File: config.mk
export PLATFORM = sky130hd
export DESIGN_NAME = aes_pkt_in_fifo
export DESIGN_NICKNAME = d
export VERILOG_FILES = /design/src/rtl/aes_pkg.sv /design/src/rtl/aes_dpram.sv /design/src/rtl/aes_pkt_in_fifo.sv
export SDC_FILE = /design/constraint.sdc
export NUM_CORES = 2
export LEC_CHECK = 0
export CAP_MARGIN = 25
export CORE_MARGIN = 10
export CORE_UTILIZATION = 50
export DETAILED_ROUTE_END_ITERATION = 12
export PLACE_DENSITY_LB_ADDON = 0.2
export SLEW_MARGIN = 20
export SYNTH_ARGS = -nofsm -noshare
export SYNTH_HDL_FRONTEND = slang
export SYNTH_SLANG_ARGS = --single-unit
File: constraint.sdc
create_clock -name clk -period 12.3 [get_ports clk]
set_clock_uncertainty 0.1 [all_clocks]
set_input_delay 1.845 -clock clk [delete_from_list [all_inputs] [get_ports clk]]
set_output_delay 1.845 -clock clk [all_outputs]
set_load 0.03 [all_outputs]
File: src/rtl/aes_pkg.sv
// aes_pkg: shared definitions for the AES packet input FIFO.
//   - word tag encodings carried in the top two bits of each host word
//   - accepted packet lengths (in words, header and EOP included)
//   - write-side FSM state type and encodings
package aes_pkg;

    localparam logic [1:0] TAG_BODY = 2'b00;
    localparam logic [1:0] TAG_SOP  = 2'b01;
    localparam logic [1:0] TAG_EOP  = 2'b10;
    localparam logic [1:0] TAG_BAD  = 2'b11;

    localparam logic [7:0] LEN_A = 8'd25;
    localparam logic [7:0] LEN_B = 8'd27;
    localparam logic [7:0] LEN_C = 8'd29;

    typedef logic [1:0] state_t;

    localparam state_t ST_IDLE = 2'd0;
    localparam state_t ST_RECV = 2'd1;
    localparam state_t ST_SKIP = 2'd2;

    function automatic logic len_ok(input logic [7:0] len);
        return (len == LEN_A) || (len == LEN_B) || (len == LEN_C);
    endfunction

endpackage

File: src/rtl/aes_dpram.sv
// aes_dpram: simple dual-port RAM, 2^AW words of DW bits.
// Ports:
//   clk, rst_n     - clock, async active-low reset (read register only)
//   we/waddr/wdata - write port, written on rising edge
//   re/raddr       - read enable and address
//   rdata          - registered read data, holds when re is low
module aes_dpram #(
    parameter int AW = 6,
    parameter int DW = 34
) (
    input  logic          clk,
    input  logic          rst_n,
    input  logic          we,
    input  logic [AW-1:0] waddr,
    input  logic [DW-1:0] wdata,
    input  logic          re,
    input  logic [AW-1:0] raddr,
    output logic [DW-1:0] rdata
);

    logic [DW-1:0] mem [2**AW];

    // Storage is deliberately left unreset.
    always_ff @(posedge clk) begin
        if (we) begin
            mem[waddr] <= wdata;
        end
    end

    always_ff @(posedge clk or negedge rst_n) begin
        if (!rst_n) begin
            rdata <= '0;
        end else if (re) begin
            rdata <= mem[raddr];
        end
    end

endmodule

File: src/rtl/aes_pkt_in_fifo.sv
// aes_pkt_in_fifo: store-and-forward packet FIFO in front of the AES core.
// Packet words are written speculatively and only become readable once a
// length-consistent EOP commits them; malformed packets are rolled back.
// Ports:
//   clk, rst_n  - clock, async active-low reset
//   i_wr        - host write strobe, i_data_in = {tag[1:0], payload[31:0]}
//   o_full      - no free storage word
//   i_rd        - read strobe from the core; o_data_out valid next cycle
//   o_empty     - no committed word available
//   o_drop      - one-cycle pulse per discarded packet or stray word
//   o_pkt_cnt   - committed packet count (wraps)
//   o_drop_cnt  - drop pulse count (wraps)
module aes_pkt_in_fifo
    import aes_pkg::*;
#(
    parameter int AW = 6,
    parameter int DW = 34
) (
    input  logic          clk,
    input  logic          rst_n,
    input  logic          i_wr,
    input  logic [DW-1:0] i_data_in,
    output logic          o_full,
    input  logic          i_rd,
    output logic [DW-1:0] o_data_out,
    output logic          o_empty,
    output logic          o_drop,
    output logic [7:0]    o_pkt_cnt,
    output logic [7:0]    o_drop_cnt
);

    localparam logic [AW:0] PTR_ONE  = (AW+1)'(1);
    localparam logic [AW:0] FULL_GAP = {1'b1, {AW{1'b0}}};

    logic [AW:0]   rd_ptr, wr_ptr, wr_cmt;
    logic [AW:0]   wr_ptr_d, wr_cmt_d;
    state_t        state_q, state_d;
    logic [7:0]    cnt_q, cnt_d, len_q, len_d;
    logic          drop_d, pkt_inc, start_hdr;
    logic          we, rd_en, cmt_full;
    logic [AW-1:0] waddr;
    logic [1:0]    tag;
    logic [7:0]    hdr_len, cnt_inc;

    assign tag     = i_data_in[DW-1:DW-2];
    assign hdr_len = i_data_in[7:0];
    assign cnt_inc = cnt_q + 8'd1;

    assign o_empty  = (rd_ptr == wr_cmt);
    assign o_full   = ((wr_ptr - rd_ptr) == FULL_GAP);
    // Fullness as seen after a rollback to the committed pointer.
    assign cmt_full = ((wr_cmt - rd_ptr) == FULL_GAP);
    assign rd_en    = i_rd && !o_empty;

    always_comb begin
        state_d   = state_q;
        wr_ptr_d  = wr_ptr;
        wr_cmt_d  = wr_cmt;
        cnt_d     = cnt_q;
        len_d     = len_q;
        drop_d    = 1'b0;
        pkt_inc   = 1'b0;
        start_hdr = 1'b0;
        we        = 1'b0;
        waddr     = wr_ptr[AW-1:0];

        if (i_wr) begin
            case (state_q)
                ST_RECV: begin
                    if (o_full) begin
                        // Overflow: the packet can never complete.
                        wr_ptr_d = wr_cmt;
                        drop_d   = 1'b1;
                        state_d  = ST_SKIP;
                    end else begin
                        case (tag)
                            TAG_BODY: begin
                                if (cnt_inc < len_q) begin
                                    we       = 1'b1;
                                    wr_ptr_d = wr_ptr + PTR_ONE;
                                    cnt_d    = cnt_inc;
                                end else begin
                                    wr_ptr_d = wr_cmt;
                                    drop_d   = 1'b1;
                                    state_d  = ST_SKIP;
                                end
                            end
                            TAG_EOP: begin
                                if (cnt_inc == len_q) begin
                                    we       = 1'b1;
                                    wr_ptr_d = wr_ptr + PTR_ONE;
                                    wr_cmt_d = wr_ptr + PTR_ONE;
                                    pkt_inc  = 1'b1;
                                end else begin
                                    wr_ptr_d = wr_cmt;
                                    drop_d   = 1'b1;
                                end
                                state_d = ST_IDLE;
                            end
                            TAG_SOP: begin
                                // Abandon current packet, restart on this header.
                                wr_ptr_d  = wr_cmt;
                                drop_d    = 1'b1;
                                start_hdr = 1'b1;
                            end
                            default: begin
                                wr_ptr_d = wr_cmt;
                                drop_d   = 1'b1;
                                state_d  = ST_SKIP;
                            end
                        endcase
                    end
                end
                ST_SKIP: begin
                    if (tag == TAG_SOP) begin
                        start_hdr = 1'b1;
                    end else if (tag == TAG_EOP) begin
                        state_d = ST_IDLE;
                    end
                end
                default: begin
                    if (tag == TAG_SOP) begin
                        start_hdr = 1'b1;
                    end else if (!o_full) begin
                        // Stray word outside a packet; silent when full.
                        drop_d = 1'b1;
                    end
                end
            endcase

            // Header is always placed at the committed pointer, which is
            // also where any rollback in this cycle lands.
            if (start_hdr) begin
                if (cmt_full) begin
                    // No room for the header: quietly ignore the whole packet.
                    state_d = ST_SKIP;
                end else if (len_ok(hdr_len)) begin
                    we       = 1'b1;
                    waddr    = wr_cmt[AW-1:0];
                    wr_ptr_d = wr_cmt + PTR_ONE;
                    len_d    = hdr_len;
                    cnt_d    = 8'd1;
                    state_d  = ST_RECV;
                end else begin
                    drop_d  = 1'b1;
                    state_d = ST_SKIP;
                end
            end
        end
    end

    always_ff @(posedge clk or negedge rst_n) begin
        if (!rst_n) begin
            state_q    <= ST_IDLE;
            rd_ptr     <= '0;
            wr_ptr     <= '0;
            wr_cmt     <= '0;
            cnt_q      <= '0;
            len_q      <= '0;
            o_drop     <= 1'b0;
            o_pkt_cnt  <= '0;
            o_drop_cnt <= '0;
        end else begin
            state_q <= state_d;
            wr_ptr  <= wr_ptr_d;
            wr_cmt  <= wr_cmt_d;
            cnt_q   <= cnt_d;
            len_q   <= len_d;
            o_drop  <= drop_d;
            if (rd_en) begin
                rd_ptr <= rd_ptr + PTR_ONE;
            end
            if (pkt_inc) begin
                o_pkt_cnt <= o_pkt_cnt + 8'd1;
            end
            if (drop_d) begin
                o_drop_cnt <= o_drop_cnt + 8'd1;
            end
        end
    end

    aes_dpram #(
        .AW (AW),
        .DW (DW)
    ) u_ram (
        .clk   (clk),
        .rst_n (rst_n),
        .we    (we),
        .waddr (waddr),
        .wdata (i_data_in),
        .re    (rd_en),
        .raddr (rd_ptr[AW-1:0]),
        .rdata (o_data_out)
    );

endmodule

==> results.md <==
- cell count after synthesis: 3638
- I/O pin count: 91
- worst path required time: 10350 ps
- post-synthesis instance area: 87600 um^2
- type of destination of the critical path: output pin
- Post-synth EDFFs: 2176
- part of the total power dissipated in the clock network: 0.309
- proportion of layout cells with a drive suffix above 1: 0.314
- internal cell power: 15.0 mW
- sequential share of power: 0.416
- proportion of power drawn by combinational gates: 0.276
- status: completed
- die outline width: 439 um
- share of synthesized registers carrying an async set or reset: 0.0397
- multi-input gate area in the final layout: 19300 um^2
- top cell type by total area after synthesis: sky130_fd_sc_hd__edfxtp_1
- iteration count of the initial detailed-routing pass: 6
- share of Yosys cell area claimed by the top area cell type: 0.746
- core outline area: 174000 um^2
- Final Wtd Congestion: 0.793
- effective utilization at floorplan: 0.503
- proportion of synthesized chip area in sequential cells: 0.772
- Slew headroom: 0.337
- Root Buffer Master: sky130_fd_sc_hd__clkbuf_16
- RSZ-0062 raised after global routing: false
- category of the critical setup timing path: register to output pin
- Final period util: 0.547
- via count of the first global-routing pass: 40145
- TritonCTS clock tree: yes
- data arrival time of the critical path: 4790 ps
- Die Area: 192000 um^2
- fillcell total: 12563
- total via count after detailed routing: 39916
- clock insertion delay at the later pin of the skew report: 860 ps
- global-route wire length before repair: 304000 um
- count of cell types in the netlist: 55
- Post-synth top flop: sky130_fd_sc_hd__edfxtp_1
- Synth-to-Final Area Change: 12.6%
- critical path launch point type: register
- Min-Delay Path Class: register to register
- leakage component of the power: 31.0 nW
- Resized Gates After CTS: 0
- number of buffers added for setup after CTS: 0
- average wire per cell in the routed design: 33.1 um
- total overflow reported by the global router: 0
- number of nets in the final layout: 3950
- estimated wirelength of the detail-placed design: 115000 um
- GRT Overall Usage: 0.221
- Num CTS Buffers: 219
- area taken by flip-flops and latches: 67600 um^2
- largest voltage drop on the vdd net: 162 uV
- Post-Synthesis Net Count: 3704
- top fanout value on the critical path: 59
- synthesized area divided by synthesized cell count: 24.1 um^2
- switching share of power: 0.289
- final wirelength: 212000 um
- fin crit period: 6730 ps
- H-Tree Level Count: 4
- Post-route DRC: 0
- number of core rows: 153
- pin count of the biggest net entering global routing: 122
- number of max-slew violations in the final report: 0
- most area-consuming cells after synthesis: sky130_fd_sc_hd__edfxtp_1, sky130_fd_sc_hd__mux4_2, sky130_fd_sc_hd__dfrtp_1
- total negative slack: 0 ps
- final standard cell utilization of the core: 0.567
- Clock Sink Count: 2266
- achievable frequency: 0.149 GHz
- count of synthesis-stage warnings from yosys: 0
- residual antenna-violating net count after detailed routing: 0
- number of antenna violations at the first check in global routing: 8
- chip height: 439 um
- Tightest Pin Transition: 995 ps
- register bit count reported by yosys: 2266
- maximum number of buffers from clock root to sink: 3
- Final setup violation count: 0
- initial detailed-routing violation count: 5021
- IO buf count: 90
- final hold violations: 0
- max cap viols: 0
- detail-routed via count per cell: 6.23
- net switching component of the power: 6.10 mW
- Power per Cell Area: 214 nW/um^2
- clock transition at the registers of the reported paths: 60 ps
- Post-CTS Hold Buffers: 0
## cell usage after synthesis, drive strengths merged, types with 2 or more instances
| cell | instances |
|---|---|
| o22ai | 12 |
| nor2 | 34 |
| xor2 | 16 |
| nand2 | 62 |
| xnor2 | 27 |
| o21ai | 21 |
| o32ai | 3 |
| and2 | 50 |
| nand3 | 28 |
| a2111oi | 2 |
| and3 | 10 |
| a221o | 9 |
| edfxtp | 2176 |
| dfrtp | 90 |
| clkbuf | 92 |
| or2 | 3 |
| nor2b | 16 |
| a211oi | 3 |
| a21oi | 16 |
| mux2 | 33 |
| nand4 | 11 |
| nand3b | 6 |
| buf | 91 |
| a22o | 4 |
| or3 | 6 |
| nor3 | 14 |
| o22a | 2 |
| o211ai | 2 |
| mux2i | 11 |
| inv | 23 |
| mux4 | 706 |
| ha | 28 |
| nand2b | 10 |
| o21a | 6 |
## sequential cells by signal, indices dropped and copies added (netlist names)
signal and flops:
o_drop 1, u_ram.mem 2176, o_drop_cnt 8, u_ram.rdata 34
wr_ptr 7, len_q 8, rd_ptr 7, o_pkt_cnt 8
state_q 2, cnt_q 8, wr_cmt 7
## worst max-delay path, stage by stage (launching register included)
cell	delay, ps
sky130_fd_sc_hd__dfrtp_1	460
sky130_fd_sc_hd__inv_8	620
sky130_fd_sc_hd__buf_4	660
sky130_fd_sc_hd__ha_1	390
sky130_fd_sc_hd__xor2_1	150
sky130_fd_sc_hd__or4_1	420
sky130_fd_sc_hd__a21oi_1	280
sky130_fd_sc_hd__and2_1	230
sky130_fd_sc_hd__clkdlybuf4s50_1	700
## power groups by stage
stage               clock, mW  sequential (mW)  combinational, mW
finish                   6.51             8.76               5.82
global route             6.93             8.77               6.11
CTS                      6.61             8.77               5.95
detailed placement          0             8.93               5.94
global placement            0             8.93               5.92
floorplan                   0             8.89               3.88
## logic make-up (layout without fill, tap and decap cells)
family	Yosys count	after routing	synth area share
other cells	0	5	0
simple gates	254	254	0.0150
compound gates	90	90	0.00729
fa+ha+maj	28	28	0.00400
buf+inv	207	642	0.0105
xor+xnor	43	43	0.00430
flops	2266	2266	0.772
mux	750	750	0.187
## metal layers
metal | part of all wire | track usage
met5 | 0 | 0
met4 | 0.020 | 0.0528
met3 | 0.070 | 0.0384
met2 | 0.49 | 0.356
met1 | 0.42 | 0.318
## area by class of cell
type / instances / area share
clock inverter: 146 / 0.0131
tap: 2325 / 0.0295
antenna: 5 / 0.000127
inverter: 24 / 0.00103
timing repair buffer: 208 / 0.0179
sequential: 2266 / 0.686
clock buffer: 264 / 0.0573
multi-input combinational: 1165 / 0.195
## placed cells by master (no fill, tap or decap), drive strengths merged, types with 4 or more instances in the layout
cell / netlist / routed
nand2: 62 / 62
diode: 0 / 5
dfrtp: 90 / 90
clkinvlp: 0 / 12
clkdlybuf4s50: 0 / 55
edfxtp: 2176 / 2176
o22ai: 12 / 12
inv: 23 / 31
a221o: 9 / 9
bufinv: 0 / 18
xor2: 16 / 16
clkinv: 1 / 109
nand3b: 6 / 6
and2: 50 / 50
buf: 91 / 153
nand3: 28 / 28
o21ai: 21 / 21
nor3: 14 / 14
xnor2: 27 / 27
o21a: 6 / 6
a22o: 4 / 4
nor2b: 16 / 16
clkbuf: 92 / 264
mux2: 33 / 33
nand2b: 10 / 10
and3: 10 / 10
nand4: 11 / 11
a21oi: 16 / 16
ha: 28 / 28
or3: 6 / 6
mux2i: 11 / 11
nor2: 34 / 34
mux4: 706 / 706
## metrics by stage
step	hold slack (ps)	area (um^2)	instances	power, mW	setup slack [ps]
after floorplan	318	87600	3638	12.8	6370
after global placement	351	91500	5981	14.8	5870
after detailed placement	357	91600	5985	14.9	5860
after CTS	371	98500	6395	21.3	5430
after global routing	396	98600	6400	21.8	5260
final	365	98600	6403	21.1	5570
## worst paths after layout
kind | start | endpoint | slack (ps) | cells past startpoint
max in group asynchronous | rst_n | rd_ptr[1] | 9890 | 2
min in group asynchronous | rst_n | u_ram.rdata[4] | 830 | 1
min reg2reg | len_q[3] | len_q[3] | 360 | 2
max | rd_ptr[3] | o_full | 5570 | 8
min | len_q[3] | len_q[3] | 360 | 2
max reg2reg | rd_ptr[3] | u_ram.mem[29][7] | 6310 | 13
Power figures use the tool's default switching activity.
